### src/rtl/result_ser_pkg.sv
// Shared definitions for the result serializer: word-count helper, FSM states
// and the drop counter width.
package result_ser_pkg;

    // Width of the saturating dropped-sample counter.
    localparam int unsigned DROP_CNT_W = 8;

    // Serializer states: nothing to send, or streaming the head snapshot.
    typedef enum logic [0:0] {
        IDLE,
        SEND
    } ser_state_e;

    // Integer ceiling division, used to size the number of output words.
    function automatic int unsigned ceil_div(input int unsigned num, input int unsigned den);
        return (num + den - 1) / den;
    endfunction

endpackage

### src/rtl/snap_fifo.sv
// Register-based snapshot FIFO. DEPTH must be a power of two so the pointers
// wrap naturally. A push while full is accepted when a pop happens in the same
// cycle: the write lands in the slot the pop is vacating.
module snap_fifo #(
    parameter int unsigned DATA_W = 100,
    parameter int unsigned DEPTH  = 2
) (
    input  logic                       clk,
    input  logic                       rst,
    input  logic                       i_push,
    input  logic [DATA_W-1:0]          i_wdata,
    input  logic                       i_pop,
    output logic [DATA_W-1:0]          o_rdata,
    output logic                       o_full,
    output logic                       o_empty,
    output logic [$clog2(DEPTH):0]     o_count
);

    localparam int unsigned PTR_W = $clog2(DEPTH);
    localparam int unsigned CNT_W = PTR_W + 1;

    logic [DATA_W-1:0] r_mem [DEPTH];
    logic [PTR_W-1:0]  r_wr_ptr;
    logic [PTR_W-1:0]  r_rd_ptr;
    logic [CNT_W-1:0]  r_count;

    logic w_full;
    logic w_empty;
    logic w_do_push;
    logic w_do_pop;

    assign w_full    = (r_count == CNT_W'(DEPTH));
    assign w_empty   = (r_count == '0);
    assign w_do_pop  = i_pop && !w_empty;
    // Full is only an obstacle if the head is not leaving this cycle.
    assign w_do_push = i_push && (!w_full || w_do_pop);

    // Storage array; written at the tail on every accepted push.
    always_ff @(posedge clk or negedge rst) begin
        if (!rst) begin
            for (int i = 0; i < DEPTH; i++) begin
                r_mem[i] <= '0;
            end
        end else if (w_do_push) begin
            r_mem[r_wr_ptr] <= i_wdata;
        end
    end

    // Read/write pointers and occupancy count.
    always_ff @(posedge clk or negedge rst) begin
        if (!rst) begin
            r_wr_ptr <= '0;
            r_rd_ptr <= '0;
            r_count  <= '0;
        end else begin
            if (w_do_push) begin
                r_wr_ptr <= r_wr_ptr + PTR_W'(1);
            end
            if (w_do_pop) begin
                r_rd_ptr <= r_rd_ptr + PTR_W'(1);
            end
            case ({w_do_push, w_do_pop})
                2'b10:   r_count <= r_count + CNT_W'(1);
                2'b01:   r_count <= r_count - CNT_W'(1);
                default: r_count <= r_count;
            endcase
        end
    end

    assign o_rdata = r_mem[r_rd_ptr];
    assign o_full  = w_full;
    assign o_empty = w_empty;
    assign o_count = r_count;

endmodule

### src/rtl/result_serializer.sv
// Snapshots the wide accumulator result on y_valid, buffers up to DEPTH
// snapshots and streams each one LSW-first as NWORDS words over valid/ready.
// Samples arriving while the buffer is full (and not draining) are dropped
// and counted.
module result_serializer
    import result_ser_pkg::*;
#(
    parameter int unsigned DATA_W = 100,
    parameter int unsigned WORD_W = 32,
    parameter int unsigned DEPTH  = 2
) (
    input  logic                  clk,
    input  logic                  rst,
    input  logic                  y_valid,
    input  logic [DATA_W-1:0]     y,
    output logic [WORD_W-1:0]     o_data,
    output logic                  o_valid,
    input  logic                  o_ready,
    output logic                  o_last,
    output logic                  busy,
    output logic                  overrun,
    output logic [DROP_CNT_W-1:0] drop_cnt
);

    localparam int unsigned NWORDS = ceil_div(DATA_W, WORD_W);
    localparam int unsigned WIDX_W = (NWORDS > 1) ? $clog2(NWORDS) : 1;
    localparam int unsigned CNT_W  = $clog2(DEPTH) + 1;
    localparam int unsigned PAD_W  = NWORDS * WORD_W;
    localparam logic [WIDX_W-1:0] LAST_WIDX = WIDX_W'(NWORDS - 1);

    ser_state_e            r_state;
    ser_state_e            w_state_nxt;
    logic [WIDX_W-1:0]     r_widx;
    logic [WIDX_W-1:0]     w_widx_nxt;
    logic                  r_overrun;
    logic [DROP_CNT_W-1:0] r_drop_cnt;

    logic                  w_sending;
    logic                  w_hs;
    logic                  w_at_last;
    logic                  w_push;
    logic                  w_pop;
    logic                  w_drop;
    logic                  w_full;
    logic                  w_empty;
    logic [CNT_W-1:0]      w_count;
    logic [DATA_W-1:0]     w_head;
    logic [PAD_W-1:0]      w_padded;
    logic [WORD_W-1:0]     w_word;

    assign w_sending = (r_state == SEND);
    assign w_hs      = w_sending && o_ready;
    assign w_at_last = (r_widx == LAST_WIDX);
    // The head leaves only once its final word has been accepted.
    assign w_pop     = w_hs && w_at_last;
    assign w_push    = y_valid && (!w_full || w_pop);
    assign w_drop    = y_valid && w_full && !w_pop;

    snap_fifo #(
        .DATA_W (DATA_W),
        .DEPTH  (DEPTH)
    ) u_snap_fifo (
        .clk     (clk),
        .rst     (rst),
        .i_push  (w_push),
        .i_wdata (y),
        .i_pop   (w_pop),
        .o_rdata (w_head),
        .o_full  (w_full),
        .o_empty (w_empty),
        .o_count (w_count)
    );

    // FSM state and word index registers.
    always_ff @(posedge clk or negedge rst) begin
        if (!rst) begin
            r_state <= IDLE;
            r_widx  <= '0;
        end else begin
            r_state <= w_state_nxt;
            r_widx  <= w_widx_nxt;
        end
    end

    // Next-state logic. Leaving IDLE on the push itself (not on the registered
    // non-empty flag) gives word 0 in the cycle right after the push edge.
    always_comb begin
        w_state_nxt = r_state;
        w_widx_nxt  = r_widx;
        unique case (r_state)
            IDLE: begin
                if (w_push || !w_empty) begin
                    w_state_nxt = SEND;
                    w_widx_nxt  = '0;
                end
            end
            SEND: begin
                if (w_hs) begin
                    if (!w_at_last) begin
                        w_widx_nxt = r_widx + WIDX_W'(1);
                    end else begin
                        w_widx_nxt = '0;
                        // Another entry remains after the pop, or arrives now.
                        if ((w_count > CNT_W'(1)) || w_push) begin
                            w_state_nxt = SEND;
                        end else begin
                            w_state_nxt = IDLE;
                        end
                    end
                end
            end
            default: begin
                w_state_nxt = IDLE;
                w_widx_nxt  = '0;
            end
        endcase
    end

    // Zero-extend the head entry to a whole number of words.
    always_comb begin
        w_padded               = '0;
        w_padded[DATA_W-1:0]   = w_head;
    end

    assign w_word = w_padded[int'(r_widx) * WORD_W +: WORD_W];

    // Sticky overrun flag and saturating drop counter.
    always_ff @(posedge clk or negedge rst) begin
        if (!rst) begin
            r_overrun  <= 1'b0;
            r_drop_cnt <= '0;
        end else if (w_drop) begin
            r_overrun <= 1'b1;
            if (r_drop_cnt != '1) begin
                r_drop_cnt <= r_drop_cnt + DROP_CNT_W'(1);
            end
        end
    end

    // Outputs depend only on registered state, so they are stable under stall
    // and clear immediately on reset.
    assign o_valid  = w_sending;
    assign o_data   = w_sending ? w_word : '0;
    assign o_last   = w_sending && w_at_last;
    assign busy     = w_sending || !w_empty;
    assign overrun  = r_overrun;
    assign drop_cnt = r_drop_cnt;

endmodule

### config.mk
export PLATFORM = sky130hd
export DESIGN_NAME = result_serializer
export DESIGN_NICKNAME = d
export VERILOG_FILES = /design/src/rtl/result_ser_pkg.sv /design/src/rtl/snap_fifo.sv /design/src/rtl/result_serializer.sv
export SDC_FILE = /design/constraint.sdc
export NUM_CORES = 1
export LEC_CHECK = 0
export CORE_ASPECT_RATIO = 0.6
export CORE_MARGIN = 2
export CORE_UTILIZATION = 41
export CTS_BUF_LIST = sky130_fd_sc_hd__clkbuf_8
export CTS_CLUSTER_DIAMETER = 120
export DETAILED_ROUTE_END_ITERATION = 10
export SLEW_MARGIN = 20
export SYNTH_ARGS = -nofsm -noshare
export SYNTH_HDL_FRONTEND = slang
export SYNTH_SLANG_ARGS = --single-unit
### constraint.sdc
create_clock -name clk -period 3.3 [get_ports clk]
set_input_delay 0.66 -clock clk [delete_from_list [all_inputs] [get_ports clk]]
set_output_delay 0.66 -clock clk [all_outputs]
set_load 0.01 [all_outputs]
==> run metrics, run 1 <==
CP Capture Type=output pin; relative slew slack=53.5%; CTS Buffer Depth=3; crit path kind=reg2out; Reg power frac=33.8%; Routed WL=25,400 um; fill count=2,275; 1st-iter DRT viols=207; reg-to-reg startpoint=r_widx[0]; die height=130 um; setup ws final=100 ps; Final Slew Violations=0; Final Wtd Congestion=0.746; fmax=313 MHz; Comb power frac=49.9%; Worst setup SP type=flip-flop; pre-CTS setup slack=454 ps; Hold Crit Class=in2async; slew of the pin with the lowest slew margin=697 ps; synthesized area=10,900 sq um; post-synthesis sequential area ratio=49.7%; Setup crit start=u_snap_fifo.r_rd_ptr; Net Switching=4.77 mW; min Tclk post-route=3200 ps; Synth Net Count=848; switching share of power=33.1%; total die area=27,900 sq um; Placement Cell Area=12,700 sq um; top cell type's share of synthesized area=49.7%; R2R depth=7; Post-Syn Instances=738; initial antenna violation count=0; total internal power=9.64 mW; Worst-Skew Late Latency=530 ps; Syn Area/Cell=14.7 sq um; Worst EP required=2640 ps; vias in the first global route=6,528; reg-to-reg endpoint=u_snap_fifo.r_mem[136]; starting density of the core=41.4%; post-synth cell types=33; Layout Area Growth over Synthesis=23.7%; Max Cap Viol=0; Layout Nets=1,018; top post-synthesis cells by area=dfrtp_1 50%, mux2_4 28%, mux2i_1 8.2%; Rows=46; Top Ports=148; slack of the worst reg-to-reg path=750 ps; Ys Warns=0; layout cells sized above 1=32.2%; 1st-pass router iterations=4; clock sink total=216; arrival time at the worst endpoint=2540 ps; # hold bufs at CTS=0; maximum VDD drop=524 uV; Pleak=6.16 nW; all-layer global routing usage=18.3%; fin crit share=97.0%; Post-DRT Antenna Nets=0; DRC=0; dpl hpwl=16,400 um; final std cells w/o fill=1,288; first-pass GRT wire length=39,300 um; Final Cell Area=13,500 sq um; H-tree levels=2; CP Max Fanout=17; CTS tree=done; clock tree root driver cell=clkbuf_8; PwrDens=1070 nW/um^2; Synth Register Bits=216; via count=6,311; gr ovfl total=0; TritonCTS buffer count=35; unrepaired setup endpoints after global routing=true; DP Cell Count=1,225; IO Port Bufs=147; diodes inserted=0; Clock Power Share=16.3%; clk slew on worst S/H paths=70 ps; Setup-failing EPs final=0; Layout Skew=27.5 ps; Final Hold Fails=0; status=finished, final reports clean; Die Width=214 um; pin count of the biggest net entering global routing=89; Synth area leader=dfrtp_1; core area=26,200 sq um; vias per cell=4.90; Avg WL per Cell=19.8 um; Design Power=14.4 mW
## registers in the layout, indices dropped and copies added, names as in the netlist
register,flops
u_snap_fifo.r_mem,200
drop_cnt,8
r_widx,2
u_snap_fifo.o_count,2
o_valid,1
overrun,1
u_snap_fifo.r_rd_ptr,1
u_snap_fifo.r_wr_ptr,1
## synth_stat cells (all sizes together)
| cell | count |
|---|---|
| a31oi | 1 |
| nand2b | 5 |
| o22ai | 28 |
| buf | 32 |
| nand4 | 3 |
| mux4 | 8 |
| dfrtp | 216 |
| and4 | 2 |
| and3 | 3 |
| nand2 | 6 |
| xnor2 | 7 |
| nand3 | 4 |
| and4b | 1 |
| nor3 | 2 |
| nor2 | 94 |
| o21ai | 4 |
| ha | 6 |
| mux2 | 202 |
| clkinv | 1 |
| inv | 4 |
| o31ai | 1 |
| a21oi | 2 |
| clkbuf | 13 |
| and2 | 1 |
| mux2i | 89 |
| xor2 | 2 |
| or2 | 1 |
## worst max-delay path by stage
stage,cells after the start,endpoint
floorplan,7,o_data[11]
global placement,6,u_snap_fifo.r_mem[137]
detailed placement,6,o_data[12]
CTS,6,o_data[22]
global route,6,o_data[12]
finish,6,o_data[12]
## layer usage
layer  global-route usage (%)  up-vias  share of wire [%]
met4                     4.29        0                1.3
met5                        0        -                  0
met2                     24.6      141                 39
met1                     29.2     3173                 54
met3                     4.15       35                5.1
li1                         -     2962                  -
## worst max-delay path, stage by stage, from the launching register on
cell             delay [ps]
dfrtp_4                 550
buf_6                   270
mux2i_1                 340
o22ai_2                 160
nor2_1                  120
nor2_1                   40
clkdlybuf4s50_1         510
## cell families (layout without fill, tap and decap cells)
group | count (synthesis) | count (layout) | share of synthesized area (%)
fa+ha+maj | 6 | 6 | 0.690
buf+inv | 50 | 239 | 4.08
mux | 299 | 299 | 37.7
xor+xnor | 9 | 9 | 0.725
compound gates | 36 | 36 | 2.12
simple gates | 122 | 123 | 5.03
flops | 216 | 216 | 49.7
## power by group through the flow
stage                     Clock, mW  Sequential (mW)  Combinational, mW
after floorplan                   0             4.56               5.24
after global placement            0             4.86               7.09
after detailed placement          0             4.85               7.12
after CTS                      2.43             4.84               7.19
after global routing           2.54             5.05               7.74
final                          2.35             4.87               7.20
## per-stage QoR
stage / hold WS (ps) / TNS (ps) / util [%]
floorplan: 364 / 0 / -
global placement: 457 / 0 / 48.2
detailed placement: 471 / 0 / 48.2
CTS: 127 / -66.2 / 51.0
global route: 151 / -24.1 / 51.3
finish: 122 / 0 / 51.3
## area by class of cell
| type | count | area, sq um | share of cell area, % |
|---|---|---|---|
| clock buffers | 46 | 633 | 4.71 |
| repair buffers | 177 | 1810 | 13.5 |
| inverters | 5 | 18.8 | 0.139 |
| clock inverters | 11 | 67.6 | 0.502 |
| flip-flops and latches | 216 | 5410 | 40.2 |
| multi-input cells | 473 | 5060 | 37.6 |
| well taps | 360 | 450 | 3.35 |
## placed cells by master, fill, tap and decap left out, types with 7 or more instances in the layout
master,instances
buf_12,7
buf_4,20
clkbuf_8,46
clkdlybuf4s50_1,146
dfrtp_1,213
inv_1,14
mux2_4,200
mux2i_1,89
mux4_2,8
nor2_1,92
o22ai_1,27
xnor2_1,7
## repair_timing
item                       CTS  global route
setup buffers                2             2
cloned                       0             2
gates resized for setup      2             6
setup endpoints to repair   26            31
No activity file was read; power rests on OpenSTA's default activity.
==> run 2: changes to the inputs <==
Settings changed: CAP_MARGIN set to 25, CORE_MARGIN 2 to not set, RECOVER_POWER set to 100.
==> run 2 against run 1 <==
The run now ends with max-capacitance violations, max-slew violations left. Clock skew decreased by 16 ps. Global-route usage up 0.37 points. Critical endpoint is now o_data[6]. Die area decreased by 2.5%.
==> run metrics, run 2 (synthesis results as in run 1) <==
status=complete, but fails checks; failing checks=max-capacitance violations, max-slew violations; grt met3 use=3.72% (-0.43 points); CTS Buffer Depth=3 (unchanged); hold path startpoint=overrun; PwrDens=1030 nW/um^2 (-4.0%); Final Hold Fails=0 (unchanged); max FFs per register=200 (unchanged); min Tclk post-route=3180 ps (-24.0 ps); Post-CTS Repair Setup Buffers=0 (-2); Max Cap Viol=1 (+1); reg-to-reg endpoint=u_snap_fifo.r_mem[154]; clk slew on worst S/H paths=70 ps (about the same); R2R depth=7 (unchanged); unrepaired setup endpoints after global routing=false; total die area=27,200 sq um (-2.5%); CP Max Fanout=14 (-3); crit path kind=reg2out; Setup-failing EPs final=0 (unchanged); 1st-iter DRT viols=347 (+68%); via count=6,322 (+0.17%); H-tree levels=2 (unchanged); M1 GR Usage=30.5% (+1.3 points); Final Cell Area=12,600 sq um (-6.5%); gr ovfl total=0 (unchanged); slack of the worst reg-to-reg path=230 ps (-520 ps); vias in the first global route=6,468 (-0.92%); maximum VDD drop=435 uV (-17%); fill count=2,393 (+5.2%); most frequent cells in the layout=215 x dfrtp_1, 182 x mux2_1, 134 x clkdlybuf4s50_1, 92 x nor2_1, 89 x mux2i_1; Die Width=212 um (-0.93%); Reg with most FFs=u_snap_fifo.r_mem; dpl hpwl=15,900 um (-2.7%); commonest non-fill, non-tap cell in the layout=dfrtp_1; core area=25,700 sq um (-2.2%); first-pass GRT wire length=38,600 um (-1.7%); reg-to-reg startpoint=r_widx[0]; Hold EP=overrun; Worst setup SP type=flip-flop; Hold Crit Class=reg2reg; multi-input logic area=4340 sq um (-14%); clock sink total=216 (unchanged); initial antenna violation count=0 (unchanged); CP Capture Type=output pin; Top Ports=148 (unchanged); Routed WL=24,400 um (-3.9%); fin crit share=96.2% (-0.73 points); DRC=0 (unchanged); Pleak=5.48 nW (-11%); 1st-pass router iterations=4 (unchanged); Avg WL per Cell=19.3 um (-2.4%); clock tree root driver cell=clkbuf_8; all-layer global routing usage=18.7% (+0.37 points); TNS Setup=0 ps (unchanged); Final Slew Violations=65 (+65); Layout Area Growth over Synthesis=15.6%; vias per cell=4.99 (+1.8%); Worst EP required=2640 ps (about the same); layout cells sized above 1=11.2% (-21 points); diodes inserted=0 (unchanged); Post-DRT Antenna Nets=0 (unchanged); Layout Skew=11.8 ps (-15.7 ps); hold path cells=1; IO Port Bufs=147 (unchanged); fmax=315 MHz (+0.76%); Placement Cell Area=12,600 sq um (-0.27%); starting density of the core=42.4% (+0.92 points); busiest grt layer=met1; Worst-Skew Late Latency=530 ps (about the same); # hold bufs at CTS=0 (unchanged); Final Wtd Congestion=0.760 (+1.8%); CTS tree=done; Rows=45 (-2.2%); TritonCTS buffer count=35 (unchanged); arrival time at the worst endpoint=2520 ps (-20 ps); met2 Use GR=24.1% (-0.55 points); die height=128 um (-1.5%); slew of the pin with the lowest slew margin=1680 ps (+979 ps); pin count of the biggest net entering global routing=81 (-9.0%); Layout Nets=1,008 (-0.98%); relative slew slack=-11.8% (-65 points); register area=5410 sq um (about the same)
==> run 2: cell count changes in the layout (fill, tap and decap cells not counted), moves of 4 or more <==
cell / before / now
buf_12: 7 / 1
clkbuf_8: 46 / 41
clkinv_2: 0 / 4
dlygate4sd3_1: 0 / 12
clkdlybuf4s50_1: 146 / 134
buf_4: 20 / 9
mux2_4: 200 / 18
mux2_1: 0 / 182
==> run 2: how the worst max path moves through the flow <==
stage / start / depth (start not counted) / slack (ps) / endpoint
after floorplan: r_widx[1] / 7 / 1130 / o_data[11]
after global placement: o_ready / 6 / 590 / u_snap_fifo.r_mem[125]
after detailed placement: o_ready / 6 / 570 / u_snap_fifo.r_mem[155]
after CTS: u_snap_fifo.r_rd_ptr / 5 / 20 / o_data[3]
after global routing: u_snap_fifo.r_rd_ptr / 5 / 0.8 / o_data[2]
final: r_widx[0] / 7 / 120 / o_data[6]
==> run 2: worst max-delay path: stages (launching register included) <==
cell,delay [ps]
dfrtp_1,380
buf_4,200
nand2b_1,180
buf_4,220
o22ai_1,180
nor2_1,70
nor2_1,170
clkdlybuf4s50_1,580
==> run 2: what timing repair did <==
action	4_1_cts	5_1_grt
resized for setup	0	4
endpoints found under the setup margin	0	4
hold endpoints to repair	0	0
==> run 2: area by class of cell <==
cell class | instances | area share, %
clock inverter | 14 | 1.08
clock buffer | 41 | 4.49
sequential | 216 | 43.0
multi-input combinational | 472 | 34.5
timing repair buffer | 168 | 13.2
tap | 352 | 3.50
inverter | 5 | 0.149
==> run 2: metal layers <==
layer  up-vias  routed length [um]
met5         -                   0
met3        35                1260
met1      3187               13300
met4         0                 407
li1       2951                   -
met2       149                9520
==> run 2: per-stage QoR <==
step	util (%)	setup WS (ps)	cells	power (mW)	hold slack [ps]
2_1_floorplan	-	1130	738	9.81	364
3_3_place_gp	49.2	594	1213	11.8	453
3_5_place_dp	49.2	567	1213	11.9	456
4_1_cts	51.9	21.9	1268	14.4	116
5_1_grt	49.0	0.786	1268	13.8	496
6_report	49.0	124	1268	12.9	464
==> run 2: power breakdown <==
group          internal (mW)  switching [mW]
registers               3.99           0.726
logic                   3.09            2.70
clock network           1.35            1.06
==> run 3: changes to the inputs <==
Settings changed: CORE_ASPECT_RATIO 0.6 to not set, CORE_UTILIZATION 41 to 30, SETUP_SLACK_MARGIN set to 0.5.
==> run 3 against run 2 <==
The run ends with design-rule violations, max-capacitance violations, max-slew violations left. Sequential power grew 1%. Non-clock buffer count up 40. Clock skew grew 6.8 ps. Die area is 36% higher. Core utilization fell by 11 points. Combinational power rose by 12%. Wire length grew 10%. Count of clock-buffer cells in the layout increased by 10. Power rose by 6.6%. Cell area up 6.4%. Sequential share of layout area down 2.6 points. Critical path type unchanged. Highest routed layer unchanged.
==> run metrics, run 3 (synthesis results as in run 1) <==
crit path kind=reg2out; most frequent cells in the layout=214 x dfrtp_1, 161 x mux2_1, 102 x clkdlybuf4s50_1, 90 x nor2_1, 81 x mux2i_1; core area=35,700 sq um (+39%); status=complete, but fails checks; TNS Setup=0 ps (unchanged); Pleak=5.90 nW (+7.6%); Layout Area Growth over Synthesis=23.0%; initial antenna violation count=1 (+1); Post-DRT Antenna Nets=0 (unchanged); Layout Nets=1,055 (+4.7%); Placement Cell Area=12,800 sq um (+1.6%); Final Slew Violations=70 (+7.7%); clock sink total=216 (unchanged); Top Ports=148 (unchanged); CP Capture Type=output pin; slew of the pin with the lowest slew margin=1800 ps (+123 ps); vias per cell=4.57 (-8.4%); clock tree root driver cell=clkbuf_8; slack of the worst reg-to-reg path=340 ps (+110 ps); min Tclk post-route=2970 ps (-205 ps); dpl hpwl=16,200 um (+1.9%); via count=6,550 (+3.6%); Worst setup SP type=flip-flop; Rows=69 (+53%); starting density of the core=30.5% (-12 points); IO Port Bufs=147 (unchanged); Hold Crit Class=reg2reg; pin count of the biggest net entering global routing=70 (-14%); Final Cell Area=13,400 sq um (+6.4%); Final Hold Fails=0 (unchanged); all-layer global routing usage=15.2% (-3.4 points); 1st-iter DRT viols=222 (-36%); max FFs per register=200 (unchanged); failing checks=design-rule violations, max-capacitance violations, max-slew violations; PwrDens=1030 nW/um^2 (+0.23%); Max Cap Viol=1 (unchanged); total die area=37,000 sq um (+36%); setup ws final=330 ps (+205 ps); relative slew slack=-20.0% (-8.2 points); Routed WL=27,000 um (+10%); Die Width=192 um (-9.4%); first-pass GRT wire length=42,900 um (+11%); CP Max Fanout=7 (-7); Layout Skew=18.6 ps (+6.79 ps); H-tree levels=2 (unchanged); CTS Buffer Depth=3 (unchanged); Worst EP required=2640 ps (about the same); final std cells w/o fill=1,434 (+13%); arrival time at the worst endpoint=2310 ps (-210 ps); Worst-Skew Late Latency=540 ps (about the same); Setup-failing EPs final=0 (unchanged); vias in the first global route=7,238 (+12%); pre-CTS setup slack=367 ps (-200 ps); Reg with most FFs=u_snap_fifo.r_mem; Final Wtd Congestion=0.725 (-4.6%); gr ovfl total=0 (unchanged); DRC=21 (+21); DP Cell Count=1,323 (+9.1%); # hold bufs at CTS=0 (unchanged); 1st-pass router iterations=8 (+4); commonest non-fill, non-tap cell in the layout=dfrtp_1; clk slew on worst S/H paths=60 ps (about the same); diodes inserted=0 (unchanged); unrepaired setup endpoints after global routing=true; Avg WL per Cell=18.8 um (-2.5%); maximum VDD drop=368 uV (-15%); fmax=337 MHz (+6.9%); fin crit share=90.0% (-6.2 points); TritonCTS buffer count=42 (+20%); layout cells sized above 1=20.6% (+9.3 points); Design Power=13.8 mW (+6.6%); die height=192 um (+50%); CTS tree=done
[run 3: cell count changes in the layout (fill, tap and decap cells not counted), sizes merged]
cell and change:
bufinv -3, clkbuf +40, clkinv -1, inv +11
clkdlybuf4s50 -32, dlygate4sd2 +1, buf +41
[run 3: critical path, cell delays in order (launching register included)]
cell and delay, ps:
dfrtp_4 560, clkbuf_2 280, buf_12 200, buf_16 140, mux2i_1 110, o22ai_1 140, nor2_1 60, nor2_1 100
clkbuf_1 160
[run 3: what timing repair did]
action / 4_1_cts / 5_1_grt
gates cloned: 10 / 0
setup buffers: 22 / 7
setup endpoints to repair: 33 / 30
gates resized for setup: 146 / 22
pin swaps: 17 / 20
endpoints found under the hold margin: 0 / 0
[run 3: area by class of cell]
class                           count  area (sq um)
Timing Repair Buffer              208          2070
Clock buffer                       51           702
Tap cell                          461           577
Clock inverter                     21          93.8
Inverter                            5          21.3
Fill cell                        3588         22300
Sequential cell                   216          5410
Multi-Input combinational cell    472          4500
[run 3: power breakdown]
group	total (mW)	leakage (nW)	internal, mW	switching [mW]
clock network	2.54	0.471	1.39	1.15
logic	6.48	2.88	3.49	2.99
registers	4.77	2.54	4.00	0.770
[run 3: layer usage]
metal  vias to the layer above  wire, um  GRT usage, %
li1                       3053         -             -
met1                      3298     12400          20.9
met2                       150     12700          24.2
met3                        49      1260          3.00
met4                         0       607          4.54
met5                         -         0             0
[run 3: final timing paths]
check                                startpoint                     end  depth (start not counted)
max in group asynchronous                   rst   u_snap_fifo.r_mem[57]                          2
setup reg to reg                      r_widx[0]   u_snap_fifo.r_mem[82]                          7
hold reg to reg                         overrun                 overrun                          1
hold / removal                          overrun                 overrun                          1
min in group asynchronous                   rst  u_snap_fifo.r_mem[109]                          1
setup / recovery           u_snap_fifo.r_rd_ptr              o_data[20]                          8
[run 3: stage by stage]
stage,utilization (%),hold WS (ps)
2_1_floorplan,-,364
3_3_place_gp,36.0,460
3_5_place_dp,36.0,459
4_1_cts,39.5,82.9
5_1_grt,37.5,492
6_report,37.5,471
